[src/rtl/mmc_request_arbiter.sv]
// mmc_request_arbiter: shares one SPI/MMC block-read controller between the Disk II track loader and the block-device port
// Ports:
//   CLK_14M, reset                     clock and synchronous active-high reset
//   i_disk_req/i_disk_track/o_disk_ack track-loader request, track number, completion pulse
//   i_blk_req/i_blk_num/o_blk_ack      block-port request, block number, completion pulse
//   o_xfer_err, o_err_sticky           timeout pulse with the ack, and latched timeout flag
//   o_owner, o_busy                    current owner (0 disk, 1 block) and grant-through-ack flag
//   o_mmc_*                            command side of the SPI controller
//   i_mmc_is_idle, i_mmc_ram_we        controller status and RAM write strobe
//   o_disk_buf_we, o_blk_buf_we        write strobe steered to the owner's buffer
module mmc_request_arbiter #(
  parameter logic [22:0] DISK_BASE_BLOCK = 23'h000000,
  parameter logic [22:0] BLK_BASE_BLOCK  = 23'h001000,
  parameter int          START_WAIT      = 16,
  parameter logic [23:0] TIMEOUT         = 24'd4000000
) (
  input  logic        CLK_14M,
  input  logic        reset,
  input  logic        i_disk_req,
  input  logic [5:0]  i_disk_track,
  output logic        o_disk_ack,
  input  logic        i_blk_req,
  input  logic [15:0] i_blk_num,
  output logic        o_blk_ack,
  output logic        o_xfer_err,
  output logic        o_err_sticky,
  output logic        o_owner,
  output logic        o_busy,
  output logic [5:0]  o_mmc_track,
  output logic        o_mmc_track_mode,
  output logic [22:0] o_mmc_block_to_read,
  output logic        o_mmc_block_read_cmd,
  input  logic        i_mmc_is_idle,
  input  logic        i_mmc_ram_we,
  output logic        o_disk_buf_we,
  output logic        o_blk_buf_we
);
  typedef enum logic [2:0] {S_IDLE, S_ISSUE, S_WAIT_START, S_WAIT_DONE, S_ACK} state_t;
  state_t      r_state;
  logic [23:0] r_cnt;
  logic        r_last;
  logic        w_grant;
  logic        w_pick;
  assign w_grant = i_mmc_is_idle & (i_disk_req | i_blk_req);
  // on a tie the requester not served last wins
  assign w_pick = (i_disk_req & i_blk_req) ? ~r_last : i_blk_req;
  assign o_disk_buf_we = i_mmc_ram_we & o_busy & ~o_owner;
  assign o_blk_buf_we  = i_mmc_ram_we & o_busy & o_owner;
  always_ff @(posedge CLK_14M) begin
    if (reset) begin
      r_state              <= S_IDLE;
      r_cnt                <= '0;
      r_last               <= 1'b1;
      o_disk_ack           <= 1'b0;
      o_blk_ack            <= 1'b0;
      o_xfer_err           <= 1'b0;
      o_err_sticky         <= 1'b0;
      o_owner              <= 1'b0;
      o_busy               <= 1'b0;
      o_mmc_track          <= '0;
      o_mmc_track_mode     <= 1'b0;
      o_mmc_block_to_read  <= '0;
      o_mmc_block_read_cmd <= 1'b0;
    end else begin
      o_disk_ack <= 1'b0;
      o_blk_ack  <= 1'b0;
      o_xfer_err <= 1'b0;
      case (r_state)
        S_IDLE: if (w_grant) begin
          r_state              <= S_ISSUE;
          o_busy               <= 1'b1;
          o_owner              <= w_pick;
          r_last               <= w_pick;
          o_mmc_track_mode     <= ~w_pick;
          o_mmc_block_read_cmd <= w_pick;
          o_mmc_track          <= w_pick ? o_mmc_track : i_disk_track;
          o_mmc_block_to_read  <= w_pick ? BLK_BASE_BLOCK + {7'd0, i_blk_num} : DISK_BASE_BLOCK;
        end
        S_ISSUE: begin
          r_state <= S_WAIT_START;
          r_cnt   <= '0;
        end
        // a controller that never leaves idle found the data already cached
        S_WAIT_START: if (!i_mmc_is_idle) begin
          r_state              <= S_WAIT_DONE;
          r_cnt                <= '0;
          o_mmc_block_read_cmd <= 1'b0;
        end else if (r_cnt == 24'(START_WAIT - 1)) begin
          r_state              <= S_ACK;
          o_disk_ack           <= ~o_owner;
          o_blk_ack            <= o_owner;
          o_mmc_track_mode     <= 1'b0;
          o_mmc_block_read_cmd <= 1'b0;
        end else begin
          r_cnt <= r_cnt + 24'd1;
        end
        // track_mode stays up here: the controller re-reads it to chain track blocks
        S_WAIT_DONE: if (i_mmc_is_idle || r_cnt == TIMEOUT - 24'd1) begin
          r_state          <= S_ACK;
          o_disk_ack       <= ~o_owner;
          o_blk_ack        <= o_owner;
          o_mmc_track_mode <= 1'b0;
          o_xfer_err       <= ~i_mmc_is_idle;
          o_err_sticky     <= o_err_sticky | ~i_mmc_is_idle;
        end else begin
          r_cnt <= r_cnt + 24'd1;
        end
        S_ACK: begin
          r_state <= S_IDLE;
          o_busy  <= 1'b0;
        end
        default: r_state <= S_IDLE;
      endcase
    end
  end
endmodule

[config.mk]
export PLATFORM = sky130hd
export DESIGN_NAME = mmc_request_arbiter
export DESIGN_NICKNAME = d
export VERILOG_FILES = /design/src/rtl/mmc_request_arbiter.sv
export SDC_FILE = /design/constraint.sdc
export NUM_CORES = 1
export LEC_CHECK = 0
export BUFFER_PORTS_ARGS = -buffer_cell sky130_fd_sc_hd__buf_2
export CAP_MARGIN = 20
export CORE_ASPECT_RATIO = 1.5
export CORE_MARGIN = 3
export CORE_UTILIZATION = 53
export CTS_CLUSTER_SIZE = 20
export DETAILED_ROUTE_END_ITERATION = 7
export PLACE_DENSITY = 0.79
export RECOVER_POWER = 25
export SLEW_MARGIN = 40
export SYNTH_ARGS = -nofsm -noshare
export SYNTH_HDL_FRONTEND = slang
export SYNTH_SLANG_ARGS = --single-unit
[constraint.sdc]
create_clock -name CLK_14M -period 2.6 [get_ports CLK_14M]
set_input_delay 0.52 -clock CLK_14M [delete_from_list [all_inputs] [get_ports CLK_14M]]
set_output_delay 0.52 -clock CLK_14M [all_outputs]
set_load 0.03 [all_outputs]
======== Word-level counts from Yosys, hierarchy flattened ========
Index checks and enable logic that the tools add are counted.
operators by class
  add/sub/neg operators ................... 2
  reductions and logical operators ........ 15
  equal/unequal tests ..................... 13
  mux-type cells .......................... 29
  bitwise gates (word level) .............. 13
operators with widths
  cell                      number
  $mux W24                  3
  $pmux W24 S3              1
  $add A24 B1 Y24 const B   1
  $eq A24 B22 Y1 const B    1
  $eq A24 B4 Y1 const B     1
  $add A13 B16 Y17 const A  1
  $mux W17                  1
  $mux W1                   14
  $mux W3                   4
  $pmux W3 S4               1
  $reduce_and A3 Y1         4
  $ne A2 B2 Y1 const B      5
  $pmux W1 S2               4
  $eq A3 B2 Y1 const B      2
  $ne A3 B3 Y1 const B      2
  $not A1 Y1                6
  $reduce_and A2 Y1         3
  $reduce_bool A3 Y1        2
  $and A1 B1 Y1             5
  $reduce_and A5 Y1         1
  $reduce_bool A2 Y1        2
  $eq A3 B1 Y1 const B      1
  $eq A3 B3 Y1 const B      1
  $logic_not A3 Y1          1
  other kinds (4)           5
word-level totals
  bits in registers ....................... 65

======== Depth between registers and ports, before layout ========
  word-level depth ........................ 5
  depth in mapped cells ................... 11
  depth with buffers taken out ............ 7

======== Worst setup path after synthesis ========
No wires, ideal clock.
  path type ............................... register -> register
  start point ............................. register r_cnt[0]
  end point ............................... register r_cnt[8]
  data arrival time ....................... 2.025 ns
  path slack .............................. 0.505 ns
  cell stages (with the launch flop) ...... 10
  path buffers ............................ 2
  required time ........................... 2.530 ns
  clock period less this slack ............ 2.095 ns
  cells stage by stage .................... dfxtp_1 ha_1 and2_1 buf_2 nand4_1 o31ai_1 a21o_2 buf_6 or4_2 a21oi_1
between the ends
  word-level cells in the longest chain between the ends .. 4
RTL lines
  element                                                   line         RTL
  start: declaration                                        40           logic [23:0] r_cnt;
  start signal: assignment                                  95           r_cnt <= r_cnt + 24'd1;
  start signal: assignment                                  106          r_cnt <= r_cnt + 24'd1;
  $add A24 B1 Y24 / $eq A24 B22 Y1 (equally long branches)  95, 106, 98
  $mux W24 / $logic_or A1 B1 Y1 (equally long branches)     88, 98
  $mux W24 / $ne A2 B2 Y1 (equally long branches)           n/a
  $pmux W24 S3 / $reduce_and A3 Y1 (equally long branches)  n/a
Several ways; a longest one is shown, not always the timed one. The select of a mux whose other input is x is not followed.
A chain may end at the register's enable or synchronous reset.

======== Worst setup path in the final report ========
Same ends and word-level chain as after synthesis.

==> results.sh <==
export IMPL_yosysTopAreaCellShare=0.419
export IMPL_placed_cells=448
export IMPL_relSlewSlack=0.612
export IMPL_setup_ws_ns=0.309
export IMPL_syn_inst=340
export IMPL_clock_latency_ns=0.34
export IMPL_layout_drive_gt1_share=0.188
export IMPL_num_vias=2680
export IMPL_crit_path_max_fanout=47
export IMPL_synth_distinct_cells=48
export IMPL_drt_antenna_violating_nets=0
export IMPL_fin_setup_tns_ns=0
export IMPL_finalHoldViolations=0
export IMPL_grt_ovfl_total=0
export IMPL_firstDrtPassIters=4
export IMPL_die_area_sq_um=6250
export IMPL_setup_worst_path_end_class="flip-flop"
export IMPL_clk_root_buffer_cell="clkbuf_8"
export IMPL_hold_depth=3
export IMPL_htree_levels=3
export IMPL_layout_cells_non_filler=464
export IMPL_grt_start_max_net_pins=48
export IMPL_routabilityCongestion=0.826
export IMPL_peakVddDrop_v=0.000496
export IMPL_coreArea_sq_um=4960
export IMPL_cts_tree="yes"
export IMPL_reg2reg_depth=8
export IMPL_cts_setup_buffers=0
export IMPL_viasPerCell=5.78
export IMPL_antenna_found_initial=0
export IMPL_pre_cts_slack_ns=0.358
export IMPL_clk_pin_slew_ns=0.07
export IMPL_fin_skew_ns=0.00572
export IMPL_endpoint="r_cnt[8]$_SDFFE_PP0P_"
export IMPL_yosysWarnings=0
export IMPL_max_stage_delay_ns=0.54
export IMPL_ys_flop_type="dfxtp_1"
export IMPL_crit_chain="ha_1 > and2_1 > nand4_1 > o31ai_1 > a21o_2 > buf_12 > or4_2 > a21oi_1"
export IMPL_slew_viol_final=0
export IMPL_hold_class="primary input to flip-flop"
export IMPL_setup_viol=0
export IMPL_dpl_hpwl_mm=4.81
export IMPL_synth_seq_cells=59
export IMPL_worstReg2RegEnd="r_cnt[8]$_SDFFE_PP0P_"
export IMPL_cp_required_ns=2.86
export IMPL_ys_seq_area_frac=0.419
export IMPL_track_usage=0.239
export IMPL_critical_path_buf_inv_count=1
export IMPL_cp_startpoint="r_cnt[0]$_SDFFE_PP0P_"
export IMPL_postLayoutCoreUtil=0.667
export IMPL_postSynth_asyncResetShare=0
export IMPL_rsz0062_at_grt="false"
export IMPL_synth_edf_count=0
export IMPL_clockBufferDepth=2
export IMPL_hold_buffers=0
export IMPL_clock_sinks=59
export IMPL_mappedNetlistArea_sq_um=2820
export IMPL_ioPinCount=67
export IMPL_drc=0
export IMPL_p_per_area_nw_per_um2=704
export IMPL_rows=31
export IMPL_max_freq_ghz=0.436
export IMPL_io_buffers=60
export IMPL_reg2reg_slack_ns=0.31
export IMPL_nets=423
export IMPL_p_leak_nw=1.29
export IMPL_outcome="finished clean"
export IMPL_grt_first_pass_wirelength_mm=11.6
export IMPL_drt_iter0_markers=208
export IMPL_startpoint_type="flip-flop"
export IMPL_synth_area_top_cells="dfxtp_1 42%, a21oi_1 6.7%, nand2_1 6.4%, nand3_1 5.9%, or4_1 4.0%"
export IMPL_crit_arrival_ns=2.55
export IMPL_finalWirelength_mm=6.85
export IMPL_cts_resized=0
export IMPL_cap_violations=0
export IMPL_worst_pin_slew_ns=0.581
export IMPL_synth_area_leader_cell="dfxtp_1"
export IMPL_finalCritPeriodShare=0.881
export IMPL_fp_dieW_um=65.5
export IMPL_syn_area_per_cell_sq_um=8.29
export IMPL_diodes=0
export IMPL_dieHeight_um=95.3
export IMPL_setup_worst_path_class="flip-flop to flip-flop"
export IMPL_cp_slowest_cell="or4_2"
export IMPL_first_global_vias=2532
export IMPL_finalCriticalPeriod_ns=2.29
export IMPL_initial_core_util=0.568
export IMPL_crit_family="simple AND/OR/NAND/NOR gates"
export IMPL_cts_buffers=9
export IMPL_wl_per_cell_um=14.8
export IMPL_r2r_start="r_cnt[0]$_SDFFE_PP0P_"
export IMPL_crit_cells=8
export IMPL_syn_to_final_growth_pct=17.5
[synthesized netlist by cell type (all sizes together), types with 2 or more instances]
master / number
a211oi: 3
a21oi: 38
nand2: 48
nor3: 6
ha: 2
dfxtp: 59
buf: 17
nand3: 33
mux2i: 2
and2: 5
xor2: 2
and4: 2
o21ai: 5
inv: 5
or3: 3
nor4: 8
nand4: 8
o211ai: 9
o21a: 2
or4: 18
and3: 4
a21o: 2
o31ai: 9
clkbuf: 12
nor2: 24
o31a: 2
[flip-flops by register name, indices dropped and copies added (netlist names)]
register and flops:
o_owner 1, r_state 3, r_cnt 24, o_mmc_track_mode 1
o_mmc_track 6, o_blk_ack 1, o_busy 1, o_mmc_block_to_read 17
r_last 1, o_disk_ack 1, o_mmc_block_read_cmd 1, o_xfer_err 1
o_err_sticky 1
[per-stage QoR]
| step | instance area (sq um) | hold slack (ns) | power [mW] |
|---|---|---|---|
| 6_report | 3310 | 0.415 | 2.33 |
| 5_1_grt | 3310 | 0.422 | 2.43 |
| 4_1_cts | 3340 | 0.410 | 2.35 |
| 3_5_place_dp | 3080 | 0.443 | 1.28 |
| 3_3_place_gp | 3080 | 0.435 | 1.27 |
| 2_1_floorplan | 2840 | 0.436 | 1.23 |
[final cells by class]
class,instances,area [sq um]
fill,483,1650
multi-input combinational,252,1440
sequential,59,1180
timing repair buffer,66,330
clock buffer,12,165
clock inverter,4,95.1
tap,66,82.6
inverter,5,18.8
[logic make-up after synthesis]
family / synth area share
AO/OA/AOI/OAI: 0.171
XOR/XNOR: 0.00933
adder cells (fa/ha/maj): 0.00888
buffers and inverters: 0.0795
flip-flops: 0.419
multiplexers: 0.0111
other: 0.00133
AND/OR/NAND/NOR: 0.300
[placed cells by master (no fill, tap or decap), types with 4 or more instances in the layout]
cell type  count
nand3_1       33
buf_2         38
a21oi_1       38
clkbuf_1      22
inv_1          5
dfxtp_1       59
conb_1         6
nor2_1        24
buf_4          5
clkbuf_8      12
o21ai_0        5
o211ai_1       9
or4_1         15
o31ai_1        9
nand2_1       48
nand4_1        7
nor4_1         7
nor3_1         6
and2_1         4
[power breakdown]
part	internal [mW]	switching (mW)	total [mW]	leakage [nW]
registers	0.933	0.0257	0.958	0.478
logic	0.0943	0.207	0.301	0.676
clock network	0.714	0.359	1.07	0.133
total	1.74	0.591	2.33	1.29
[tightest hold or removal path, cell delays in order]
cell and delay [ns]:
buf_2 0.09, nand2_1 0.04, a21oi_1 0.05
[worst min-delay path by stage]
stage | to | start
2_1_floorplan | r_last$_SDFFE_PP1P_ | r_last$_SDFFE_PP1P_
3_3_place_gp | o_mmc_block_to_read[8]$_SDFFE_PP0P_ | o_mmc_block_to_read[8]$_SDFFE_PP0P_
3_5_place_dp | o_mmc_track[0]$_SDFFE_PP0P_ | o_mmc_track[0]$_SDFFE_PP0P_
4_1_cts | o_mmc_track[0]$_SDFFE_PP0P_ | i_disk_track[0]
5_1_grt | o_mmc_track[3]$_SDFFE_PP0P_ | i_disk_track[3]
6_report | o_mmc_track[4]$_SDFFE_PP0P_ | i_disk_track[4]
[metal layers]
metal	part of all wire	track usage
met5	0	0
met2	0.55	0.429
met3	0.050	0.0649
met4	0.016	0.0934
met1	0.39	0.263
Power figures use the tool's default switching activity.
